## src/rtl/rs_issue.sv

```systemverilog
// Reservation/issue station: micro-op FIFO feeding a one-entry execute register
// that presents regfile read addresses and drives regfile/flag write controls.
module rs_issue #(
   parameter int unsigned DEPTH = 4,
   parameter int unsigned AW    = 2
) (
   input  logic        clk,
   input  logic        rst,
   input  logic        uop_valid,
   output logic        uop_ready,
   input  logic [2:0]  uop_a,
   input  logic [2:0]  uop_b,
   input  logic [2:0]  uop_dst,
   input  logic        uop_wr,
   input  logic        uop_wf,
   input  logic [3:0]  uop_op,
   input  logic [15:0] uop_pc,
   input  logic        ex_hold,
   input  logic        flush,
   output logic [2:0]  r_a_addr,
   output logic [2:0]  r_b_addr,
   output logic [15:0] r_pc,
   output logic        ex_valid,
   output logic [3:0]  ex_op,
   output logic        dest_r_wr,
   output logic [2:0]  dest_r_addr,
   output logic        dest_w_flags,
   output logic        pc_load
);

   localparam int unsigned CW = AW + 1;

   typedef struct packed {
      logic [2:0]  a;
      logic [2:0]  b;
      logic [2:0]  dst;
      logic        wr;
      logic        wf;
      logic [3:0]  op;
      logic [15:0] pc;
   } uop_t;

   uop_t          mem [DEPTH];
   logic [AW-1:0] wr_ptr;
   logic [AW-1:0] rd_ptr;
   logic [CW-1:0] count;
   uop_t          ex_q;
   logic          ex_valid_q;

   uop_t          in_uop;
   uop_t          head;
   logic          full;
   logic          empty;
   logic          retire;
   logic          issue;
   logic          push;
   logic          kill;

   assign in_uop = '{a: uop_a, b: uop_b, dst: uop_dst, wr: uop_wr,
                     wf: uop_wf, op: uop_op, pc: uop_pc};
   assign head   = mem[rd_ptr];
   assign full   = (count == CW'(DEPTH));
   assign empty  = (count == '0);

   // Only the occupancy register and rst feed uop_ready, never issue.
   assign uop_ready = ~full & ~rst;

   // Retire/issue decisions and regfile write controls for the executing op.
   always_comb begin
      retire       = ex_valid_q & ~ex_hold & ~rst;
      dest_r_wr    = retire & ex_q.wr & ~flush;
      dest_w_flags = retire & ex_q.wf & ~flush;
      pc_load      = dest_r_wr & (ex_q.dst == 3'b011);
      kill         = flush | pc_load;
      issue        = ~rst & ~empty & ~kill & (~ex_valid_q | ~ex_hold);
      push         = uop_valid & uop_ready & ~kill;
   end

   // Read addresses: head entry on issue, saved copies while holding, else 0.
   always_comb begin
      r_a_addr = '0;
      r_b_addr = '0;
      r_pc     = '0;
      if (issue) begin
         r_a_addr = head.a;
         r_b_addr = head.b;
         r_pc     = head.pc;
      end else if (ex_valid_q & ex_hold & ~rst) begin
         r_a_addr = ex_q.a;
         r_b_addr = ex_q.b;
         r_pc     = ex_q.pc;
      end
   end

   assign ex_valid    = ex_valid_q;
   assign ex_op       = ex_q.op;
   assign dest_r_addr = ex_q.dst;

   // FIFO storage; no reset needed since occupancy guards every read.
   always_ff @(posedge clk) begin
      if (push) mem[wr_ptr] <= in_uop;
   end

   // FIFO pointers and occupancy; flush or pc_load empties the queue.
   always_ff @(posedge clk) begin
      if (rst | kill) begin
         wr_ptr <= '0;
         rd_ptr <= '0;
         count  <= '0;
      end else begin
         if (push)  wr_ptr <= wr_ptr + AW'(1);
         if (issue) rd_ptr <= rd_ptr + AW'(1);
         case ({push, issue})
            2'b10:   count <= count + CW'(1);
            2'b01:   count <= count - CW'(1);
            default: count <= count;
         endcase
      end
   end

   // Execute register; fields are cleared whenever it goes empty.
   always_ff @(posedge clk) begin
      if (rst | kill) begin
         ex_valid_q <= 1'b0;
         ex_q       <= '0;
      end else if (issue) begin
         ex_valid_q <= 1'b1;
         ex_q       <= head;
      end else if (retire) begin
         ex_valid_q <= 1'b0;
         ex_q       <= '0;
      end
   end

endmodule

```

## config.mk

```make
export PLATFORM = sky130hd
export DESIGN_NAME = rs_issue
export DESIGN_NICKNAME = d
export VERILOG_FILES = /design/src/rtl/rs_issue.sv
export SDC_FILE = /design/constraint.sdc
export NUM_CORES = 1
export LEC_CHECK = 0
export CAP_MARGIN = 5
export CORE_ASPECT_RATIO = 1.25
export CORE_MARGIN = 1
export CORE_UTILIZATION = 50
export DETAILED_ROUTE_END_ITERATION = 8
export HOLD_SLACK_MARGIN = 0.02
export PLACE_DENSITY = 0.75
export SLEW_MARGIN = 20
export SYNTH_ARGS = -nofsm -noshare
export SYNTH_HDL_FRONTEND = slang
export SYNTH_SLANG_ARGS = --single-unit
```

## constraint.sdc

```tcl
create_clock -name clk -period 2.8 [get_ports clk]
set_clock_uncertainty 0.1 [all_clocks]
set_input_delay 0.7 -clock clk [delete_from_list [all_inputs] [get_ports clk]]
set_output_delay 0.7 -clock clk [all_outputs]
set_load 0.05 [all_outputs]
```

# Word-level counts from Yosys, hierarchy flattened
# Memory sizes are Yosys's and may differ from the RTL's. A register that Yosys moved wholly into a read port is not among the register bits.
# Index checks and enable logic that the tools add are counted.
op_classes:
  addsub: 4
  n_eq_ne: 4
  muxes: 15
  bitwise: 25
  n_reduce_logical: 3
ops:
  columns: ["op", "n"]
  rows:
  - ["31-bit two-way mux", 2]
  - ["16-bit two-way mux", 2]
  - ["1-bit AND", 15]
  - ["3-bit two-way mux", 4]
  - ["1-bit inverter", 7]
  - ["3-bit one-hot mux with 2 select lines", 1]
  - ["2-bit by 1-bit adder with 2-bit output, second input constant", 2]
  - ["1-bit two-way mux", 4]
  - ["2-bit two-way mux", 2]
  - ["2-bit nonzero test", 2]
  - ["3-bit by 1-bit adder with 3-bit output, second input constant", 1]
  - ["3-bit by 2-bit equality test with 1-bit output, second input constant", 1]
  - ["3-bit equality test, second input constant", 1]
  - ["3-bit zero test", 1]
  - ["1-bit OR", 3]
  - ["3-bit by 1-bit subtractor with 3-bit output, second input constant", 1]
  - ["2-bit by 1-bit equality test with 1-bit output, second input constant", 1]
  - ["2-bit equality test, second input constant", 1]
totals:
  register_bits: 39
  ramBits: 124
  inputBits: 36
  output_inout_bits: 34
  elab_cells: 63
  n_memories: 1
memory_table:
  columns: ["memory", "words", "width", "rd", "rd_ports_with_merged_regs", "write_ports", "line_no", "source"]
  rows:
  - ["mem", 4, 31, 1, 1, 1, "43", "uop_t mem [DEPTH];"]

# Logic depth before layout (Yosys ltp)
logic_depth:
  word_depth: 12
  mapped_depth: 10
  ltp_nobuf: 10

# Worst setup path after synthesis
# Ideal clock, no wire load.
synth_path:
  path_kind: "input-to-reg"
  startpoint: "input port flush"
  endpoint: "register count[2]"
  setup_time_ns: 0.071
  arrival_ns: 3.604
  required_time_ns: 2.629
  slack_ns: -0.975
  cell_stages: 10
  cell_sequence: "or2_2 > nor3_1 > nor3b_2 > inv_1 > ha_1 > inv_1 > fa_1 > xor2_1 > or3_1 > a21oi_1"
synth_via:
  elab_chain_len: 9
  elab_cells_between_ends: 13
  cone_classes: "eq/ne (2); mux (1); bitwise (9); reduce/logical (1)"
synth_lines:
  columns: ["item", "line_no", "source"]
  rows:
  - ["start, declared", "19", "input logic flush,"]
  - ["1-bit inverter (*)", "71", "dest_r_wr = retire & ex_q.wr & ~flush;"]
  - ["1-bit AND (*)", "71", null]
  - ["1-bit AND (*)", "73", "pc_load = dest_r_wr & (ex_q.dst == 3'b011);"]
  - ["net pc_load", "28", "output logic pc_load"]
  - ["1-bit OR (*)", "74", "kill = flush | pc_load;"]
  - ["1-bit inverter", "75, 76", null]
  - ["1-bit AND (2 in series)", "75", "issue = ~rst & ~empty & ~kill & (~ex_valid_q | ~ex_hold);"]
  - ["2-bit by 1-bit equality test with 1-bit output or 2-bit equality test (tied branches)", "113", "case ({push, issue})"]
  - ["3-bit one-hot mux with 2 select lines or 2-bit nonzero test (tied branches)", null, null]
  - ["end signal, assigned", "114", "2'b10: count <= count + CW'(1);"]
  - ["end signal, assigned", "115", "2'b01: count <= count - CW'(1);"]
  - ["end signal, assigned", "116", "default: count <= count;"]
  - ["end, declared", "46", "logic [CW-1:0] count;"]
# The timed path passes the listed nets; every way through them passes the cells marked *.
# A chain may end at the register's enable or synchronous reset.

# Worst setup path after layout
layout_path:
  startpoint: "input port ex_hold"
  endpoint: "output port r_a_addr[1]"
layout_via:
  elab_chain_len: 11
  elab_cells_between_ends: 15
  cone_classes: "mux (2); bitwise (13)"
layout_lines:
  columns: ["item", "line_no", "source"]
  rows:
  - ["start, declared", "18", "input logic ex_hold,"]
  - ["1-bit inverter (*)", "70, 75", null]
  - ["1-bit AND (2 in series)", "70", "retire = ex_valid_q & ~ex_hold & ~rst;"]
  - ["1-bit AND (2 in series)", "71", null]
  - ["1-bit AND", "73", null]
  - ["1-bit OR", "74", null]
  - ["1-bit inverter", "75", null]
  - ["1-bit AND", "75", null]
  - ["1-bit AND (*)", "75", null]
  - ["net issue", "55", "logic issue;"]
  - ["3-bit two-way mux (*)", "84", "if (issue) begin"]
  - ["end, declared", "20", "output logic [2:0] r_a_addr,"]
# Marked as above.

==> metrics <==
status finished with violations; violated checks setup timing; clk slew on worst S/H paths 70 ps; Yosys cell types 36; IR drop worst, VDD 0.450 mV; R2R cell count 12; H-tree depth reported by CTS 4; CP max-delay cell a22o_4; GRT Total Usage 0.243; yosys warns 0; Worst Path Arrival 2010 ps; fin util 0.716; RR Startpoint dest_r_addr[2]; Max Fclk 0.356 GHz; routability congestion estimate 0.778; critical path peak fanout 6; Worst Path Required 2000 ps; RSZ-0062 raised after global routing yes; Final #Nets 526; Syn-to-layout area delta 38.1%; Hold Path Depth 1; Pins Over Slew Limit 0; Die Height 128 um; worst skew pair latency 420 ps; Max-cap violations 0; CP bufs+invs 4; PwrDens 596 nW/um^2; row cnt 45; # IOs 70; share of layout cells above drive strength 1 0.376; fraction of registers with async set/reset 0; Post-synth EDFFs 124; min-delay src ex_q[5]; antenna cells 0; ANT nets after route 0; setup tns final -13.2 ps; full die area 13,200 sq um; final period utilization 1.00; Final setup viols 3; crit-path cells clkdlybuf4s15_2 -> nand2b_4 -> buf_4 -> o21ai_4 -> nor2_2 -> buf_6 -> a22o_4 -> buf_12; root buf cell clkbuf_16; chip width 103 um; WL final 14,300 um; Yosys reg bits 165; # fillers 758; Worst Slack Setup Final -5.18 ps; wire length per cell 21.7 um; CP top delay family buffers and inverters; Multi-input gate area 1840 sq um; fin crit period 2810 ps; Vias 3,760; first-pass GRT wire length 22,500 um; detailed placement HPWL 8270 um; remaining global-route overflow 0; WHS Endpoint ex_q[5]; syn_nets 404; final hold slack 353 ps; CP endpoint kind primary output; Primary FF master, synth edfxtp_1; Detailed Routing Iterations Pass 1 4; Iteration-0 DRC Markers 285; Leak 0.00330 uW; CTS Buf Count 17; count of hold-fix buffers inserted at cts 0; Max Buffers Root-to-Sink 2; Mapped Avg Cell Area 17.6 sq um; Final Hold Viols 0; Core Area 12,300 sq um; via/cell ratio 5.69; Seq/Total Area, Yosys 0.714; Tightest Pin Transition 1060 ps; Reg2Reg Setup Slack 220 ps; synthesized cell area 6360 sq um; Initial Util 0.518; number of global-route vias before repair 4,035; crit path launch type input pin; Critical Path Max Stage Delay 270 ps; largest net degree at the start of global routing 22; worst relative slew slack 0.291; initial antenna violation count 0; Worst Hold Class flop to flop; number of buffers added on ports 69; end of the worst register-to-register path count[2]; FF+latch area 4550 sq um; DRC viols 0; CTS tree built; CP Class input pin to primary output; Sink Count 165; Power Total 5240 uW; Synth Instances 362
-- cell usage in the layout, fill, tap and decap left out, types with 3 or more instances in the layout --
cell type and instances:
a21o_1 32, a21oi_1 5, a22o_1 3, a22o_4 6, a32oi_1 12, and2_1 4, and3_1 3, and3_4 16
buf_12 33, buf_16 4, buf_4 45, buf_6 3, clkbuf_16 17, clkdlybuf4s50_1 40, dfxtp_1 38, edfxtp_1 124
ha_1 4, inv_1 7, inv_6 6, mux4_2 31, nand2_1 3, nor2_1 20
-- state kept, by name (all words and copies together), names as in the netlist, named ones only --
register,cells
dest_r_addr,3
ex_q,24
ex_op,4
count,3
rd_ptr,2
mem,124
ex_valid,1
wr_ptr,2
-- layout make-up --
| class | count | share of cell area |
|---|---|---|
| flip-flops and latches | 165 | 0.518 |
| clock buffers | 17 | 0.0484 |
| clock inverters | 15 | 0.0192 |
| well taps | 164 | 0.0234 |
| repair buffers | 128 | 0.179 |
| multi-input cells | 165 | 0.209 |
| inverters | 7 | 0.00299 |
-- power breakdown --
part           leakage [uW]  switching, uW  internal, uW
logic               0.00156            118           126
registers           0.00145           8.53          2650
clock network      0.000291            996          1340
-- cell usage after synthesis, types with 2 or more instances --
cell type | instances | area share
a32oi_1 | 12 | 0.017
mux4_2 | 31 | 0.11
buf_6 | 2 | 0.0035
a22o_1 | 9 | 0.012
ha_1 | 5 | 0.0098
clkbuf_1 | 7 | 0.0041
xor2_1 | 2 | 0.0028
and3_1 | 19 | 0.019
inv_1 | 7 | 0.0041
buf_1 | 3 | 0.0018
and2_1 | 4 | 0.0039
a21o_1 | 32 | 0.038
edfxtp_1 | 124 | 0.59
o21ai_0 | 2 | 0.0016
a21oi_1 | 5 | 0.0039
dfxtp_1 | 41 | 0.13
nor2_1 | 23 | 0.014
nand2_1 | 3 | 0.0018
xnor2_1 | 2 | 0.0028
mux2i_1 | 2 | 0.0031
buf_2 | 6 | 0.0047
buf_4 | 7 | 0.0083
-- stage by stage --
stage                     instance area [sq um]  setup slack (ps)  cells
after floorplan                            6380             -74.7    362
after global placement                     7790              -296    611
after detailed placement                   7790              -384    611
after CTS                                  8790             -45.1    661
after global routing                       8790             -87.3    661
final                                      8790             -5.18    661
-- worst max path at each step --
stage          cells after the start  startpoint     endpoint
3_5_place_dp                      11     ex_hold     count[2]
4_1_cts                            5        flop     r_pc[10]
3_3_place_gp                      11       flush     count[2]
6_report                           8     ex_hold  r_a_addr[1]
2_1_floorplan                     10       flush     count[2]
5_1_grt                            5        flop  r_b_addr[2]
-- cells by family (layout without fill, tap and decap cells) --
group                    count (synthesis)  after routing  synth area share
adder cells (fa/ha/maj)                  6              6            0.0130
flip-flops                             165            165             0.714
multiplexers                            33             33             0.113
buffers and inverters                   32            167            0.0266
AND/OR/NAND/NOR                         59             59            0.0517
XOR/XNOR                                 4              4           0.00551
AO/OA/AOI/OAI                           63             63            0.0759
-- per-layer routing --
| metal | share of wire | vias to the layer above | track usage |
|---|---|---|---|
| met2 | 0.55 | 131 | 0.418 |
| met3 | 0.054 | 23 | 0.0534 |
| met1 | 0.37 | 1918 | 0.287 |
| met5 | 0 | - | 0 |
| li1 | - | 1688 | - |
| met4 | 0.024 | 0 | 0.115 |
-- timing repair --
action                                  in CTS  in global routing
buffers inserted                            13                  1
resized for setup                           43                  3
cloned                                       5                  0
endpoints found under the setup margin      23                 22
pin swaps                                   19                  3
(Power assumes the default switching activity.)
